## config.mk

```make
export PLATFORM = sky130hd
export DESIGN_NAME = eject_reassembly
export DESIGN_NICKNAME = d
export VERILOG_FILES = /design/src/rtl/eject_reassembly.sv
export SDC_FILE = /design/constraint.sdc
export NUM_CORES = 2
export LEC_CHECK = 0
export ABC_AREA = 1
export CAP_MARGIN = 20
export CORE_MARGIN = 2
export CORE_UTILIZATION = 25
export DETAILED_ROUTE_END_ITERATION = 16
export GPL_ROUTABILITY_DRIVEN = 0
export PLACE_DENSITY_LB_ADDON = 0.1
export SYNTH_ARGS = -nofsm -noshare
export SYNTH_HDL_FRONTEND = slang
export SYNTH_SLANG_ARGS = --single-unit
```

## constraint.sdc

```tcl
create_clock -name clk -period 5.65 [get_ports clk]
set_clock_uncertainty 0.1 [all_clocks]
set_input_delay 1.13 -clock clk [delete_from_list [all_inputs] [get_ports clk]]
set_output_delay 1.13 -clock clk [all_outputs]
set_load 0.01 [all_outputs]
```

## src/rtl/eject_reassembly.sv

```systemverilog
// Ejection-port reassembly: collects out-of-order flits into per-packet slots
// and streams each complete packet to the PE in sequence order.
// Optional feature macro: EJECT_STATS_EN (delivered-packet and dropped-flit counters).
module eject_reassembly #(
  parameter int unsigned DATA_W        = 64,
  parameter int unsigned ID_W          = 8,
  parameter int unsigned SEQ_W         = 2,
  parameter int unsigned FLITS_PER_PKT = 4,
  parameter int unsigned NUM_SLOT      = 4
) (
  input  logic              clk,
  input  logic              reset,
  input  logic              in_valid,
  input  logic [ID_W-1:0]   in_pkt_id,
  input  logic [SEQ_W-1:0]  in_seq,
  input  logic [DATA_W-1:0] in_data,
  output logic              out_valid,
  input  logic              out_ready,
  output logic [ID_W-1:0]   out_pkt_id,
  output logic [SEQ_W-1:0]  out_seq,
  output logic [DATA_W-1:0] out_data,
  output logic              out_last,
  output logic              drop_pulse,
  output logic              dup_pulse,
  output logic [15:0]       pkt_count,
  output logic [15:0]       drop_count
);

  localparam int unsigned SLOT_W = (NUM_SLOT > 1) ? $clog2(NUM_SLOT) : 1;
  localparam logic [SEQ_W-1:0] LAST_SEQ = SEQ_W'(FLITS_PER_PKT - 1);
  localparam logic [0:0] S_IDLE = 1'b0;
  localparam logic [0:0] S_SEND = 1'b1;

  logic [NUM_SLOT-1:0]                                busy_q, busy_d;
  logic [NUM_SLOT-1:0]                                complete_q, complete_d;
  logic [NUM_SLOT-1:0][ID_W-1:0]                      tag_q, tag_d;
  logic [NUM_SLOT-1:0][FLITS_PER_PKT-1:0]             bitmap_q, bitmap_d;
  logic [NUM_SLOT-1:0][FLITS_PER_PKT-1:0][DATA_W-1:0] data_q, data_d;

  logic [0:0]        state_q, state_d;
  logic [SLOT_W-1:0] cur_q, cur_d;
  logic [SEQ_W-1:0]  cnt_q, cnt_d;
  logic [SEQ_W-1:0]  nxt_seq;

  logic              out_valid_q, out_valid_d;
  logic [ID_W-1:0]   out_pkt_id_q, out_pkt_id_d;
  logic [SEQ_W-1:0]  out_seq_q, out_seq_d;
  logic [DATA_W-1:0] out_data_q, out_data_d;
  logic              out_last_q, out_last_d;
  logic              drop_pulse_q, drop_d;
  logic              dup_pulse_q, dup_d;

  logic              match_found, free_found, done_found;
  logic [SLOT_W-1:0] match_idx, free_idx, done_idx;

  // Next state: flit ingest into slots, completion tracking and delivery FSM
  always_comb begin
    busy_d       = busy_q;
    complete_d   = complete_q;
    tag_d        = tag_q;
    bitmap_d     = bitmap_q;
    data_d       = data_q;
    state_d      = state_q;
    cur_d        = cur_q;
    cnt_d        = cnt_q;
    out_valid_d  = out_valid_q;
    out_pkt_id_d = out_pkt_id_q;
    out_seq_d    = out_seq_q;
    out_data_d   = out_data_q;
    out_last_d   = out_last_q;
    drop_d       = 1'b0;
    dup_d        = 1'b0;
    match_found  = 1'b0;
    match_idx    = '0;
    free_found   = 1'b0;
    free_idx     = '0;
    done_found   = 1'b0;
    done_idx     = '0;
    nxt_seq      = SEQ_W'(cnt_q + SEQ_W'(1));

    // At most one open (busy, not complete) slot can carry a given id
    for (int i = 0; i < NUM_SLOT; i++) begin
      if (busy_q[i] && !complete_q[i] && (tag_q[i] == in_pkt_id)) begin
        match_found = 1'b1;
        match_idx   = SLOT_W'(i);
      end
    end
    // Descending scan leaves the lowest index selected
    for (int i = int'(NUM_SLOT) - 1; i >= 0; i--) begin
      if (!busy_q[i]) begin
        free_found = 1'b1;
        free_idx   = SLOT_W'(i);
      end
      if (complete_q[i]) begin
        done_found = 1'b1;
        done_idx   = SLOT_W'(i);
      end
    end

    if (in_valid) begin
      if (match_found) begin
        if (bitmap_q[match_idx][in_seq]) begin
          dup_d = 1'b1;
        end else begin
          bitmap_d[match_idx][in_seq] = 1'b1;
          data_d[match_idx][in_seq]   = in_data;
        end
      end else if (free_found) begin
        busy_d[free_idx]           = 1'b1;
        tag_d[free_idx]            = in_pkt_id;
        bitmap_d[free_idx]         = '0;
        bitmap_d[free_idx][in_seq] = 1'b1;
        data_d[free_idx][in_seq]   = in_data;
      end else begin
        drop_d = 1'b1;
      end
    end

    for (int i = 0; i < NUM_SLOT; i++) begin
      if (busy_d[i] && (&bitmap_d[i])) complete_d[i] = 1'b1;
    end

    case (state_q)
      S_IDLE: begin
        if (done_found) begin
          state_d      = S_SEND;
          cur_d        = done_idx;
          cnt_d        = '0;
          out_valid_d  = 1'b1;
          out_pkt_id_d = tag_q[done_idx];
          out_seq_d    = '0;
          out_data_d   = data_q[done_idx][0];
          out_last_d   = (LAST_SEQ == '0);
        end
      end
      default: begin
        if (out_ready) begin
          if (cnt_q == LAST_SEQ) begin
            busy_d[cur_q]     = 1'b0;
            complete_d[cur_q] = 1'b0;
            bitmap_d[cur_q]   = '0;
            state_d           = S_IDLE;
            out_valid_d       = 1'b0;
            out_last_d        = 1'b0;
          end else begin
            cnt_d      = nxt_seq;
            out_seq_d  = nxt_seq;
            out_data_d = data_q[cur_q][nxt_seq];
            out_last_d = (nxt_seq == LAST_SEQ);
          end
        end
      end
    endcase
  end

  // Control and output registers
  always_ff @(posedge clk) begin
    if (reset) begin
      busy_q       <= '0;
      complete_q   <= '0;
      tag_q        <= '0;
      bitmap_q     <= '0;
      state_q      <= S_IDLE;
      cur_q        <= '0;
      cnt_q        <= '0;
      out_valid_q  <= 1'b0;
      out_pkt_id_q <= '0;
      out_seq_q    <= '0;
      out_data_q   <= '0;
      out_last_q   <= 1'b0;
      drop_pulse_q <= 1'b0;
      dup_pulse_q  <= 1'b0;
    end else begin
      busy_q       <= busy_d;
      complete_q   <= complete_d;
      tag_q        <= tag_d;
      bitmap_q     <= bitmap_d;
      state_q      <= state_d;
      cur_q        <= cur_d;
      cnt_q        <= cnt_d;
      out_valid_q  <= out_valid_d;
      out_pkt_id_q <= out_pkt_id_d;
      out_seq_q    <= out_seq_d;
      out_data_q   <= out_data_d;
      out_last_q   <= out_last_d;
      drop_pulse_q <= drop_d;
      dup_pulse_q  <= dup_d;
    end
  end

  // Payload storage; only read once the matching bitmap bit is set
  always_ff @(posedge clk) begin
    data_q <= data_d;
  end

  assign out_valid  = out_valid_q;
  assign out_pkt_id = out_pkt_id_q;
  assign out_seq    = out_seq_q;
  assign out_data   = out_data_q;
  assign out_last   = out_last_q;
  assign drop_pulse = drop_pulse_q;
  assign dup_pulse  = dup_pulse_q;

`ifdef EJECT_STATS_EN
  logic [15:0] pkt_count_q, pkt_count_d;
  logic [15:0] drop_count_q, drop_count_d;
  logic        last_beat_c;

  assign last_beat_c = (state_q == S_SEND) && out_ready && (cnt_q == LAST_SEQ);

  // Saturating statistics counters
  always_comb begin
    pkt_count_d  = pkt_count_q;
    drop_count_d = drop_count_q;
    if (last_beat_c && (pkt_count_q != 16'hFFFF)) pkt_count_d = pkt_count_q + 16'd1;
    if (drop_d && (drop_count_q != 16'hFFFF)) drop_count_d = drop_count_q + 16'd1;
  end

  // Counter registers
  always_ff @(posedge clk) begin
    if (reset) begin
      pkt_count_q  <= '0;
      drop_count_q <= '0;
    end else begin
      pkt_count_q  <= pkt_count_d;
      drop_count_q <= drop_count_d;
    end
  end

  assign pkt_count  = pkt_count_q;
  assign drop_count = drop_count_q;
`else
  assign pkt_count  = '0;
  assign drop_count = '0;
`endif

endmodule

```

* After elaboration in Yosys (flattened, before gate mapping)
Index checks and enable logic that the tools add are counted.
** Word-level totals
- Bits in registers :: 1161
- Input bits :: 78
- Output and inout port bits :: 110
- Logic and storage cells :: 208
** Operators by class
- $add $sub $neg :: 1
- Magnitude comparators :: 10
- Equality and inequality tests :: 10
- Muxes and demuxes :: 105
- Bitwise operators :: 13
- Reduce and logical (&&, ||, !) cells :: 34
** Operator list (number)
- $mux W1024 :: 3
- $bwmux W1024 :: 2
- $bmux W256 S2 :: 2
- $demux W256 S2 :: 2
- $mux W256 :: 3
- $mux W64 :: 7
- $bmux W64 S2 :: 1
- $demux W64 S2 :: 1
- $mux W16 :: 7
- $mux W4 :: 14
- $mux W1 :: 35
- $and A16 B16 Y16 :: 2
- $bwmux W32 :: 1
- $demux W4 S2 :: 4
- $eq A8 B8 Y1 :: 4
- $not A16 Y16 :: 2
- $or A16 B16 Y16 :: 2
- $mux W2 :: 14
- $lt A2 B3 Y1 const B :: 6
- $bmux W8 S2 :: 1
- $demux W8 S2 :: 1
- $logic_and A1 B1 Y1 :: 16
- $mux W8 :: 2
- $reduce_and A4 Y1 :: 4
- other kinds (17) :: 37

* Logic depth before layout (Yosys ltp)
- Depth after elaboration :: 21
- Depth in mapped cells :: 17
- Depth with buffers taken out :: 16

* Worst setup path after synthesis
No wires, ideal clock.
- Path type :: input port to flip-flop
- Start :: in in_pkt_id[7]
- End :: reg data_q[0] (netlist bit) (enable)
- Setup time :: 0.507 ns
- Arrival time :: 5.481 ns
- Data required time :: 5.043 ns
- Path slack :: -0.439 ns
- Stages on the path :: 14
- Path buffers :: 1
- Path through :: inv_2 nor2_1 nor2_1 nand3_2 nor2_8 nor2_8 buf_6 nand3_1 nand3_1 nand2_1 nand2_1 nor2_2 nand2_2 a21oi_1
** Between the ends
- Longest elaborated chain between the ends :: 11
- Elaborated cells on any way between the ends :: 22
- Those cells by class :: 5 x eq/ne; 11 x mux; 6 x reduce/logical
** Ends and longest elaborated chain
- from (decl) :: line 14 : input logic [ID_W-1:0] in_pkt_id,
- $eq A8 B8 Y1 :: line 83 : if (busy_q[i] && !complete_q[i] && (tag_q[i] == in_pkt_id)) begin
- $logic_and A1 B1 Y1 :: line 83
- $mux W1 :: line 83
- $mux W2 (2 in series) :: line 83
- $bmux W4 S2 :: line 102 : if (bitmap_q[match_idx][in_seq]) begin
- $mux W4 (not written as such) :: line 102
- $bmux W1 S2 :: line 102
- $mux W1 (not written as such) :: line 102
- $ne A2 B2 Y1 (no line)
- $reduce_and A3 Y1 (no line) (*)
- to (signal assigned) :: line 193 : data_q <= data_d;
- to (decl) :: line 38 : logic [NUM_SLOT-1:0][FLITS_PER_PKT-1:0][DATA_W-1:0] data_q, data_d;
Every way passes the cells marked *; elsewhere a longest branch is shown, timed or not. The select of a mux whose other input is x is not followed.
A chain may end at the register's enable or synchronous reset.

* Final worst setup path
- Start :: in in_pkt_id[0]
- End :: reg data_q[427] (netlist bit) (enable)
Same word-level chain as after synthesis.

==> impl_metrics.ini <==
[logic_synthesis]
synthFlopType = edfxtp_1
syn_inst = 4949
ys_ff_latch = 1161
synth_cell_types = 51
synth_edf_count = 1024
syn_area_um2 = 51570
seq_area_frac_synth_pct = 64.94
synth-async-reset-ratio_pct = 0
syn_avg_cell_area_um2 = 10.42
yosysWarnings = 0

[setup_path]
timing.rr.start = out_seq[0]
rr_worst_depth = 8
path_max_fanout = 32
cp-end-kind = flip-flop
cp-start-kind = input port
criticalPathCategory = in -> reg
worst-endpoint-arrival_ps = 4480
r2r-end = out_data[3]
cp.required_ps = 5960
reg2reg_slack_ps = 1860

[clock_tree]
clk_pin_slew_ps = 50
cts-resized-gates = 0
cts_tree = done
post_cts_buffers = 0
clk_path_buf_depth = 3
clockRootBuffer = clkbuf_16
htreeDepth = 4
cts_hold_buf = 0
numCtsBuffers = 143
cts.sinks = 1161
clk_latency_ps = 790

[floorplanning]
boundaryPins = 188
die-area_um2 = 209900
fp.dieW_um = 458.2
start_util_pct = 25.18
die_y_um = 458.2
coreArea_um2 = 204800
rows = 166

[final_layout]
fin_util_pct = 29.72
areaGrowthSynthToFinish_pct = 18.00
drive_gt1_share_pct = 8.051
final_common_cell = nor2_1
finalNetCount = 5019
final_cell_mix = 1226 x nor2_1, 1024 x edfxtp_1, 503 x nand2_1, 333 x a22oi_1, 285 x o21ai_0
nFillCells = 21090

[timing]
holdWs_ps = 367.9
setup_viol = 0
period_needed_ps = 4162
maxSlewViolCount = 0
fmax_mhz = 240.3
worst_pin_slew_ps = 1079
relSlewSlack_pct = 28.07
period_share_pct = 73.67
rsz0062_at_grt = no
final-hold-violation-count = 0

[min_path]
holdPathStages = 2
min_to = out_valid
hold_start = out_valid
hold_path.class = reg -> reg

[drt]
wire_per_inst_um = 26.58
drt_iter0_markers = 3081
drc = 0
ant_nets = 0
num_vias = 38600
wl_um = 206000
vias_per_cell = 4.981
dr.pass1.iters = 5

[power]
power_frac_clock_pct = 46.1
swShare_pct = 23.84
p_leak_uw = 0.02052
p_int_uw = 14950
power_density_nw_per_um2 = 322.5
pwr-share-seq_pct = 48.4
ir_worst_vdd_mv = 0.2943
combPwrFrac_pct = 5.6
switchingPower_uw = 4678

[grt]
grt_pass1_vias = 38430
grt_max_degree = 113
grt_pass1_wl_um = 293800
grt_antenna_before_repair = 6
grtUsageTotal_pct = 19.28
overflow = 0

[placement]
numPortBuffers = 155
post-dp-hpwl_um = 112400

[flow_run]
drv_cap = 0

[status]
status = complete, no violations
## per-layer routing
metal | GRT usage [%] | share of wire (%) | vias up
met5 | 0 | 0 | -
met4 | 5.473 | 2.5 | 0
met3 | 2.316 | 4.2 | 243
met2 | 32.47 | 48 | 1044
met1 | 26.00 | 45 | 19820
li1 | - | - | 17490
## worst max path at each step
stage | to | start
after floorplan | data_q[0] | in_pkt_id[7]
after global placement | data_q[419] | in_pkt_id[0]
after detailed placement | data_q[435] | in_pkt_id[0]
after CTS | data_q[432] | in_pkt_id[0]
after global routing | data_q[418] | in_pkt_id[0]
final | data_q[427] | in_pkt_id[0]
## cells by family (layout without fill, tap and decap cells)
group	count (synthesis)	after routing	share of synthesized area, %
DFF	1161	1161	64.94
buffers and inverters	660	735	5.531
xor gates and xnor gates	8	8	0.1359
adders and majority gates	2	2	0.04851
other	1	37	0.007271
AOI/OAI and AO/OA	986	986	12.44
and+or+nand+nor	2131	2131	16.89
## critical path, cell delays in order
cell and delay (ps):
clkdlybuf4s50_1 610, inv_2 120, nand2_1 80, nand2_1 50, nor2_1 90, nand3_1 140
nand2b_1 470, nand3_1 250, nand3_1 100, nand2_1 60, nand2_1 70, nor2_2 130
nand2_2 70, buf_4 280, a21oi_4 250, buf_4 520
## cell usage after synthesis, types with 2 or more instances
cell type | instances | area [um2]
a31oi_1 | 42 | 262.8
inv_2 | 14 | 52.55
buf_2 | 117 | 585.6
clkbuf_1 | 254 | 953.4
nand3b_1 | 2 | 15.01
o2111ai_1 | 2 | 17.52
o221ai_1 | 26 | 227.7
nor2_4 | 4 | 45.04
o21ai_1 | 11 | 55.05
a311oi_1 | 7 | 61.31
or2_2 | 3 | 18.77
o31a_1 | 3 | 26.28
nor2_1 | 1228 | 4609
nor3_1 | 16 | 80.08
o21a_1 | 2 | 15.01
o22ai_1 | 29 | 181.4
ha_1 | 2 | 25.02
buf_1 | 27 | 101.4
edfxtp_1 | 1024 | 30750
nand4_1 | 88 | 550.5
xor2_1 | 3 | 26.28
a21oi_2 | 10 | 87.58
inv_1 | 188 | 705.7
nand3_2 | 2 | 20.02
nand2_1 | 505 | 1896
nand3_1 | 271 | 1356
a32o_1 | 4 | 40.04
o21ai_0 | 285 | 1426
a41oi_1 | 3 | 26.28
a21oi_1 | 138 | 690.7
a22oi_1 | 333 | 2500
nor2_8 | 2 | 40.04
o31ai_1 | 2 | 15.01
xnor2_1 | 5 | 43.79
nor3_2 | 2 | 20.02
a221oi_1 | 12 | 105.1
o211ai_1 | 49 | 367.9
buf_4 | 57 | 427.9
nor2_2 | 4 | 25.02
buf_6 | 2 | 22.52
o221a_2 | 25 | 281.5
dfxtp_1 | 137 | 2743
## state kept, by name, indices dropped and copies added, names as in the netlist, 2 cells and up
| name | cells |
|---|---|
| out_data | 64 |
| out_pkt_id | 8 |
| out_seq | 2 |
| bitmap_q | 16 |
| tag_q | 32 |
| cur_q | 2 |
| busy_q | 4 |
| complete_q | 4 |
| data_q | 1024 |
## power by group through the flow
stage	combinational (uW)	clock (uW)	sequential, uW
global placement	1110	0	9670
global route	1190	9550	9510
floorplan	596	0	9660
CTS	1110	9240	9490
finish	1090	9040	9490
detailed placement	1110	0	9670
## stage by stage
stage                     instances  total power (uW)  setup WS, ps  area (um2)  setup TNS, ps
after floorplan                4980             10260        -438.8       51690        -168490
after global placement         7482             10780         651.4       56310              0
after detailed placement       7482             10780         702.3       56310              0
after CTS                      7743             19840          1542       60850              0
after global routing           7745             20250          1231       60850              0
final                          7748             19630          1488       60860              0
## final cells by class
| class | count | area (um2) | share of cell area (%) |
|---|---|---|---|
| clock buffers | 203 | 4043 | 6.643 |
| repair buffers | 271 | 2973 | 4.885 |
| multi-input cells | 3159 | 15680 | 25.76 |
| clock inverters | 58 | 491.7 | 0.8080 |
| diodes | 5 | 12.51 | 0.02056 |
| inverters | 203 | 797.0 | 1.310 |
| flip-flops and latches | 1161 | 33500 | 55.05 |
| well taps | 2688 | 3363 | 5.526 |
No activity file was read; power rests on OpenSTA's default activity.
